<file path="config.mk">
export PLATFORM = sky130hd
export DESIGN_NAME = multicycle_control
export DESIGN_NICKNAME = d
export VERILOG_FILES = /design/src/rtl/mips_ctrl_pkg.sv /design/src/rtl/mc_next_state.sv /design/src/rtl/multicycle_control.sv
export SDC_FILE = /design/constraint.sdc
export NUM_CORES = 1
export LEC_CHECK = 0
export ABC_AREA = 1
export ABC_CLOCK_PERIOD_IN_PS = 1650
export CAP_MARGIN = 0
export CORE_MARGIN = 8
export CORE_UTILIZATION = 39
export DETAILED_ROUTE_END_ITERATION = 16
export PLACE_DENSITY = 0.82
export REMOVE_ABC_BUFFERS = 1
export SYNTH_ARGS = -nofsm -noshare
export SYNTH_HDL_FRONTEND = slang
export SYNTH_SLANG_ARGS = --single-unit
</file>
<file path="constraint.sdc">
create_clock -name clk -period 1.65 [get_ports clk]
set_clock_uncertainty 0.1 [all_clocks]
set_input_delay 0.2475 -clock clk [delete_from_list [all_inputs] [get_ports clk]]
set_output_delay 0.2475 -clock clk [all_outputs]
set_load 0.1 [all_outputs]
</file>
<file path="src/rtl/mips_ctrl_pkg.sv">
// Shared constants for the multi-cycle MIPS control path: state encodings,
// opcodes, ALUOp codes and datapath selector values. Also used by
// ALU_Control and the datapath.
package mips_ctrl_pkg;

  // FSM state encodings (10-15 unused)
  localparam logic [3:0] S_FETCH     = 4'd0;
  localparam logic [3:0] S_DECODE    = 4'd1;
  localparam logic [3:0] S_MEM_ADDR  = 4'd2;
  localparam logic [3:0] S_MEM_READ  = 4'd3;
  localparam logic [3:0] S_MEM_WB    = 4'd4;
  localparam logic [3:0] S_MEM_WRITE = 4'd5;
  localparam logic [3:0] S_R_EXEC    = 4'd6;
  localparam logic [3:0] S_R_WB      = 4'd7;
  localparam logic [3:0] S_BRANCH    = 4'd8;
  localparam logic [3:0] S_JUMP      = 4'd9;

  // instruction[31:26]
  localparam logic [5:0] OP_RTYPE = 6'b000000;
  localparam logic [5:0] OP_LW    = 6'b100011;
  localparam logic [5:0] OP_SW    = 6'b101011;
  localparam logic [5:0] OP_BEQ   = 6'b000100;
  localparam logic [5:0] OP_J     = 6'b000010;

  // ALUOp as consumed by ALU_Control
  localparam logic [1:0] ALUOP_ADD   = 2'b00;
  localparam logic [1:0] ALUOP_SUB   = 2'b01;
  localparam logic [1:0] ALUOP_FUNCT = 2'b10;

  // ALU B operand select
  localparam logic [1:0] ALUSRCB_B       = 2'b00;
  localparam logic [1:0] ALUSRCB_FOUR    = 2'b01;
  localparam logic [1:0] ALUSRCB_IMM     = 2'b10;
  localparam logic [1:0] ALUSRCB_IMM_SH2 = 2'b11;

  // PC source select
  localparam logic [1:0] PCSRC_ALU    = 2'b00;
  localparam logic [1:0] PCSRC_ALUOUT = 2'b01;
  localparam logic [1:0] PCSRC_JUMP   = 2'b10;

  // Datapath control bundle driven each cycle
  typedef struct packed {
    logic       pc_write;
    logic       pc_write_cond;
    logic       iord;
    logic       mem_read;
    logic       mem_write;
    logic       mem_to_reg;
    logic       ir_write;
    logic [1:0] pc_source;
    logic [1:0] alu_op;
    logic       alu_src_a;
    logic [1:0] alu_src_b;
    logic       reg_write;
    logic       reg_dst;
  } ctrl_t;

endpackage

</file>
<file path="src/rtl/mc_next_state.sv">
// Combinational next-state function of the multi-cycle control FSM.
// Flags an unsupported opcode when it is seen in DECODE.
module mc_next_state
  import mips_ctrl_pkg::*;
#(
  parameter int STATE_W = 4
) (
  input  logic [STATE_W-1:0] state_i,
  input  logic [5:0]         opcode_i,
  input  logic               ready_i,
  output logic [STATE_W-1:0] next_o,
  output logic               illegal_o
);

  // next state from current state, opcode and effective memory ready
  always_comb begin
    next_o    = STATE_W'(S_FETCH);
    illegal_o = 1'b0;
    case (state_i)
      STATE_W'(S_FETCH):
        next_o = ready_i ? STATE_W'(S_DECODE) : STATE_W'(S_FETCH);
      STATE_W'(S_DECODE): begin
        case (opcode_i)
          OP_LW, OP_SW: next_o = STATE_W'(S_MEM_ADDR);
          OP_RTYPE:     next_o = STATE_W'(S_R_EXEC);
          OP_BEQ:       next_o = STATE_W'(S_BRANCH);
          OP_J:         next_o = STATE_W'(S_JUMP);
          default:      illegal_o = 1'b1;
        endcase
      end
      STATE_W'(S_MEM_ADDR): begin
        // only lw/sw reach here; anything else falls back to FETCH
        if (opcode_i == OP_LW)      next_o = STATE_W'(S_MEM_READ);
        else if (opcode_i == OP_SW) next_o = STATE_W'(S_MEM_WRITE);
      end
      STATE_W'(S_MEM_READ):
        next_o = ready_i ? STATE_W'(S_MEM_WB) : STATE_W'(S_MEM_READ);
      STATE_W'(S_MEM_WRITE):
        next_o = ready_i ? STATE_W'(S_FETCH) : STATE_W'(S_MEM_WRITE);
      STATE_W'(S_R_EXEC):
        next_o = STATE_W'(S_R_WB);
      default:
        next_o = STATE_W'(S_FETCH);
    endcase
  end

endmodule

</file>
<file path="src/rtl/multicycle_control.sv">
// Main control FSM for the multi-cycle MIPS-subset datapath. Moore-decoded
// controls, with IRWrite/PCWrite in FETCH qualified by memory ready.
module multicycle_control
  import mips_ctrl_pkg::*;
#(
  parameter int MEM_WAIT_EN = 1,
  parameter int STATE_W     = 4
) (
  input  logic               clk,
  input  logic               rst,
  input  logic [5:0]         opcode,
  input  logic               mem_ready,
  output logic               PCWrite,
  output logic               PCWriteCond,
  output logic               IorD,
  output logic               MemRead,
  output logic               MemWrite,
  output logic               MemtoReg,
  output logic               IRWrite,
  output logic [1:0]         PCSource,
  output logic [1:0]         ALUOp,
  output logic               ALUSrcA,
  output logic [1:0]         ALUSrcB,
  output logic               RegWrite,
  output logic               RegDst,
  output logic               illegal_op,
  output logic [STATE_W-1:0] state_dbg
);

  logic [STATE_W-1:0] state_q, state_d, state_nx;
  logic               illegal_q, illegal_d, dec_illegal;
  logic               ready;
  ctrl_t              ctl;

  // with waits disabled the memory is treated as single-cycle
  assign ready = (MEM_WAIT_EN != 0) ? mem_ready : 1'b1;

  mc_next_state #(.STATE_W(STATE_W)) u_ns (
    .state_i   (state_q),
    .opcode_i  (opcode),
    .ready_i   (ready),
    .next_o    (state_nx),
    .illegal_o (dec_illegal)
  );

  // state and sticky illegal-opcode flag
  always_ff @(posedge clk) begin
    state_q   <= state_d;
    illegal_q <= illegal_d;
  end

  // reset overrides every transition
  always_comb begin
    state_d   = rst ? STATE_W'(S_FETCH) : state_nx;
    illegal_d = rst ? 1'b0 : (illegal_q | dec_illegal);
  end

  // Moore output decode; reset forces everything low
  always_comb begin
    ctl = '0;
    if (!rst) begin
      case (state_q)
        STATE_W'(S_FETCH): begin
          ctl.mem_read  = 1'b1;
          ctl.alu_src_b = ALUSRCB_FOUR;
          ctl.alu_op    = ALUOP_ADD;
          ctl.pc_source = PCSRC_ALU;
          ctl.ir_write  = ready;
          ctl.pc_write  = ready;
        end
        STATE_W'(S_DECODE): begin
          // branch target precomputed into ALUOut
          ctl.alu_src_b = ALUSRCB_IMM_SH2;
          ctl.alu_op    = ALUOP_ADD;
        end
        STATE_W'(S_MEM_ADDR): begin
          ctl.alu_src_a = 1'b1;
          ctl.alu_src_b = ALUSRCB_IMM;
          ctl.alu_op    = ALUOP_ADD;
        end
        STATE_W'(S_MEM_READ): begin
          ctl.mem_read = 1'b1;
          ctl.iord     = 1'b1;
        end
        STATE_W'(S_MEM_WB): begin
          ctl.reg_write  = 1'b1;
          ctl.mem_to_reg = 1'b1;
        end
        STATE_W'(S_MEM_WRITE): begin
          // held for the whole wait so memory sees a stable request
          ctl.mem_write = 1'b1;
          ctl.iord      = 1'b1;
        end
        STATE_W'(S_R_EXEC): begin
          ctl.alu_src_a = 1'b1;
          ctl.alu_src_b = ALUSRCB_B;
          ctl.alu_op    = ALUOP_FUNCT;
        end
        STATE_W'(S_R_WB): begin
          ctl.reg_write = 1'b1;
          ctl.reg_dst   = 1'b1;
        end
        STATE_W'(S_BRANCH): begin
          ctl.alu_src_a     = 1'b1;
          ctl.alu_src_b     = ALUSRCB_B;
          ctl.alu_op        = ALUOP_SUB;
          ctl.pc_write_cond = 1'b1;
          ctl.pc_source     = PCSRC_ALUOUT;
        end
        STATE_W'(S_JUMP): begin
          ctl.pc_write  = 1'b1;
          ctl.pc_source = PCSRC_JUMP;
        end
        default: ctl = '0;
      endcase
    end
  end

  assign PCWrite     = ctl.pc_write;
  assign PCWriteCond = ctl.pc_write_cond;
  assign IorD        = ctl.iord;
  assign MemRead     = ctl.mem_read;
  assign MemWrite    = ctl.mem_write;
  assign MemtoReg    = ctl.mem_to_reg;
  assign IRWrite     = ctl.ir_write;
  assign PCSource    = ctl.pc_source;
  assign ALUOp       = ctl.alu_op;
  assign ALUSrcA     = ctl.alu_src_a;
  assign ALUSrcB     = ctl.alu_src_b;
  assign RegWrite    = ctl.reg_write;
  assign RegDst      = ctl.reg_dst;
  assign illegal_op  = illegal_q & ~rst;
  assign state_dbg   = rst ? STATE_W'(S_FETCH) : state_q;

endmodule

</file>
==> results of run 1 <==
## Yosys cell counts
cell type,n,area (um^2)
nand3_2,1,10.0
inv_2,3,11.3
nand3b_1,1,7.51
buf_4,1,7.51
nand2_2,1,6.26
o21ai_0,1,5.00
nor2_2,3,18.8
nand4_1,2,12.5
nor2_4,2,22.5
nand2_4,3,33.8
nor2_1,28,105
nand3_1,5,25.0
nor3_1,1,5.00
clkbuf_1,1,3.75
inv_1,12,45.0
a21oi_1,3,15.0
o32ai_1,1,8.76
nand2_1,20,75.1
o22ai_1,2,12.5
dfxtp_1,5,100
## per-stage QoR
stage	TNS, ns	setup slack, ns	utilization	instance area [um^2]	cells
after floorplan	-32.34	-3.31	-	519	94
after global placement	-1.91	-0.180	0.867	1110	148
after detailed placement	-2.38	-0.237	0.867	1110	148
## logic make-up after synthesis
| family | after synthesis | share of synthesized area |
|---|---|---|
| buf+inv | 17 | 0.127 |
| compound gates | 7 | 0.0778 |
| flops | 5 | 0.189 |
| simple gates | 67 | 0.606 |
==> impl_results.md, run 1 <==
- Sequential cell area fraction in the yosys report: 0.189
- Yosys warning count: 0
- Initial Util: 0.413
- CTS HTree Levels: 1
- Synth Area per Inst: about 5.5 um^2
- First error: [ERROR DPL-0033] detailed placement checks failed during check placement.
- Cts bufs inserted: 3
- # hold bufs at CTS: 0
- Final Wtd Congestion: roughly 0.90
- Maximum root-to-sink buffer count: 2
- Die Y: roughly 53 um
- # Post-CTS Setup Buffers: 6
- FF+latch count, synth: 5
- Die W: approximately 53 um
- I/O Pins: 30
- Fail Step: clock tree synthesis
- Post-Synthesis Cells: 96
- IO buf count: 29
- Post-DP HPWL: about 1800 um
- CTS root buffer: clkbuf_4
- Syn Std Cell Area: around 530 um^2
- Row cnt: 13
- Synth cell types: 20
- Post-CTS Resized: 32
- Clock Sinks: 5
- Status: aborted with a tool error
==> run 2, diff against run 1 <==
Settings changed: CORE_AREA from default to 8 8 69 71, CORE_MARGIN 8 to default, CORE_UTILIZATION 39 to default, DIE_AREA from default to 0 0 77 79, PLACE_DENSITY 0.82 to default, PLACE_DENSITY_LB_ADDON from default to 0.15.
==> run 2 against run 1 <==
Area after synthesis unchanged. Synthesized cell count stayed put. The flow now finishes without violations.
==> impl_results.md, run 2 <==
- Cell Count, Final, Fillers Out: slightly below 200
- Largest register FFs: 4
- CTS HTree Levels: 1 (unchanged)
- DP Cell Count: 184 (+24%)
- Most common cell after layout, fill and taps aside: buf_12
- Fin. max-slew vios: 0
- Minimum clock period after layout: around 1.6 ns
- Total track usage: 0.0698
- Comb power frac: 0.398
- Yosys warning count: 0 (unchanged)
- Diodes inserted: 0
- Setup TNS: 0 ns
- Final worst slack: about 0.013 ns
- Final hold viol count: 0
- Register-to-register setup slack: between 0.2 and 0.25 ns
- IO buf count: 29 (unchanged)
- Status: completed
- Commonest cells after routing, fill and taps aside: 21 x buf_12, 17 x buf_4, 16 x nand2_1
- Drt first pass iters: 4
- Worst Setup EP: ALUSrcB[1]
- Critical path fanouts, max: 5
- Cts bufs inserted: 3 (unchanged)
- CP required: between 1 and 1.5 ns
- CP Launch Point: state_q[0]$_SDFF_PP0_
- Worst setup SP type: flip-flop
- Synth Area per Inst: 5.53 um^2 (unchanged)
- Reg-to-reg endpoint: state_q[0]$_SDFF_PP0_
- Post-synth top area share: 0.198 (unchanged)
- DP Worst Slack: -0.278 ns (-0.0412 ns)
- Reg with most FFs: state_q
- Setup crit end kind: output port
- Top cells by count, synth: 28 x nor2_1, 20 x nand2_1, 12 x inv_1, 5 x dfxtp_1, 5 x nand3_1
- # hold bufs at CTS: 0 (unchanged)
- Clock Power Share: 0.383
- Sw frac: 0.354
- Max Cap Viol: 0
- First-pass GRT wire length: approximately 3500 um
- Synth top area cells: nor2_1 20%, dfxtp_1 19%, nand2_1 14%
- Worst skew pair latency: between 0.2 and 0.25 ns
- Fraction of registers with async set/reset: 0 (unchanged)
- Die Y: 79 um (+49%)
- Critical Path AT: approximately 1.3 ns
- CTS root buffer: clkbuf_8
- Initial antenna violation count: 0
- Tcrit/Tclk final: 0.992
- DR iter-0 viols: 13
- Layout area overhead: 169%
- Int Pwr: approximately 0.38 mW
- Syn Std Cell Area: 531 um^2 (unchanged)
- Row cnt: 23 (+10)
- VDD IR max: 0.194 mV
- Clock-pin slew on the worst setup and hold paths: about 0.04 ns
- DR WL/cell: around 11 um
- I/O Pins: 30 (unchanged)
- Post-DP HPWL: 1820 um (+2.3%)
- Largest net degree at the start of global routing: 7
- Peak Freq: between 600 and 700 MHz
- Biggest regs: state_q x4, illegal_q x1
- Worst hold start: rst
- P_leak: approximately 0.6 nW
- Fillcell total: 418
- Reg power frac: 0.219
- Cell Pwr Density: approximately 410 nW/um^2
- Slew headroom: 0.810
- Hold Crit Class: in2reg
- Die area: around 6000 um^2
- Vias post-DR: approximately 750
- Drc violations: 0
- Switching pwr: 0.206 mW
- Largest area contributor in the netlist: nor2_1
- FF+latch count, synth: 5 (unchanged)
- Die W: 77 um (+46%)
- Via/cell ratio: 3.86
- Post-route ant nets: 0
- Worst Tran Pin Value: 0.286 ns
- Final Wtd Congestion: 0.711 (-21%)
- Share of cells above drive strength 1: 0.586
- Sequential cell area fraction in the yosys report: 0.189 (unchanged)
- Fin nets: 155
- FF-to-FF Start: state_q[0]$_SDFF_PP0_
- Clock Sinks: 5 (unchanged)
- Setup violations, final: 0
- Post-Synthesis Cells: 96 (unchanged)
- Core area: about 3800 um^2
- Maximum root-to-sink buffer count: 2 (unchanged)
- Cell depth of the worst flop-to-flop path: 8
- Dominant synthesized flop cell: dfxtp_1
- Number of global-route vias before repair: 750
- Routed WL: around 2200 um
- CP Class: reg2out
- GRT Residual Overflow: 0
- Count leader, synth: nor2_1
- RSZ-0062 raised after global routing: true
- CTS tree: done
- Post-synth EDFFs: 0 (unchanged)
- Synth cell types: 20 (unchanged)
- Initial Util: 0.140 (-0.273)
-- run 2: layout make-up --
class	instances	area (um^2)	area share
repair buffers	47	633	0.443
clock buffers	3	41.3	0.0289
multi-input cells	74	502	0.351
inverters	15	71.3	0.0500
clock inverters	1	5.00	0.00351
well taps	50	62.6	0.0438
flip-flops and latches	5	113	0.0789
-- run 2: per-layer routing --
metal	vias to the layer above	wire length [um]	global-route usage
met4	0	16	0.0226
met5	-	0	0
li1	398	-	-
met1	323	1030	0.0878
met2	29	1070	0.116
met3	2	94	0.0147
-- run 2: cell families after synthesis --
group / Yosys count / share of synthesized area
AND/OR/NAND/NOR: 67 / 0.606
flip-flops: 5 / 0.189
buffers and inverters: 17 / 0.127
AO/OA/AOI/OAI: 7 / 0.0778
-- run 2: what timing repair did --
action,4_1_cts,5_1_grt
resized for setup,23,31
buffers inserted,5,2
setup endpoints to repair,19,15
pin swaps,6,9
-- run 2: power by group through the flow --
stage          clock network (mW)  logic, mW  registers (mW)
2_1_floorplan                   0      0.111           0.130
3_3_place_gp                    0      0.207           0.131
3_5_place_dp                    0      0.206           0.131
4_1_cts                     0.229      0.220           0.129
5_1_grt                     0.237      0.245           0.128
6_report                    0.223      0.232           0.127
-- run 2: critical path: stages, from the launching register on --
cell	delay, ns
dfxtp_4	0.37
inv_6	0.09
nand2_8	0.07
nor2_4	0.13
inv_2	0.05
a21oi_4	0.16
buf_12	0.19
-- run 2: worst min-delay path by stage --
stage	endpoint	slack (ns)	cells past startpoint
floorplan	state_q[1]$_SDFF_PP0_	0.22	1
global placement	illegal_q$_SDFF_PP0_	0.44	3
detailed placement	illegal_q$_SDFF_PP0_	0.45	3
CTS	illegal_q$_SDFF_PP0_	0.45	3
global route	state_q[2]$_SDFF_PP0_	0.43	3
finish	state_q[2]$_SDFF_PP0_	0.40	3
-- run 2: through the flow --
step | power, mW | utilization | hold slack [ns] | area, um^2
6_report | 0.582 | 0.376 | 0.397 | 1430
5_1_grt | 0.610 | 0.376 | 0.426 | 1430
3_3_place_gp | 0.338 | 0.307 | 0.441 | 1160
3_5_place_dp | 0.337 | 0.307 | 0.448 | 1160
2_1_floorplan | 0.241 | - | 0.217 | 519
4_1_cts | 0.578 | 0.345 | 0.452 | 1310
Power figures use the tool's default switching activity.
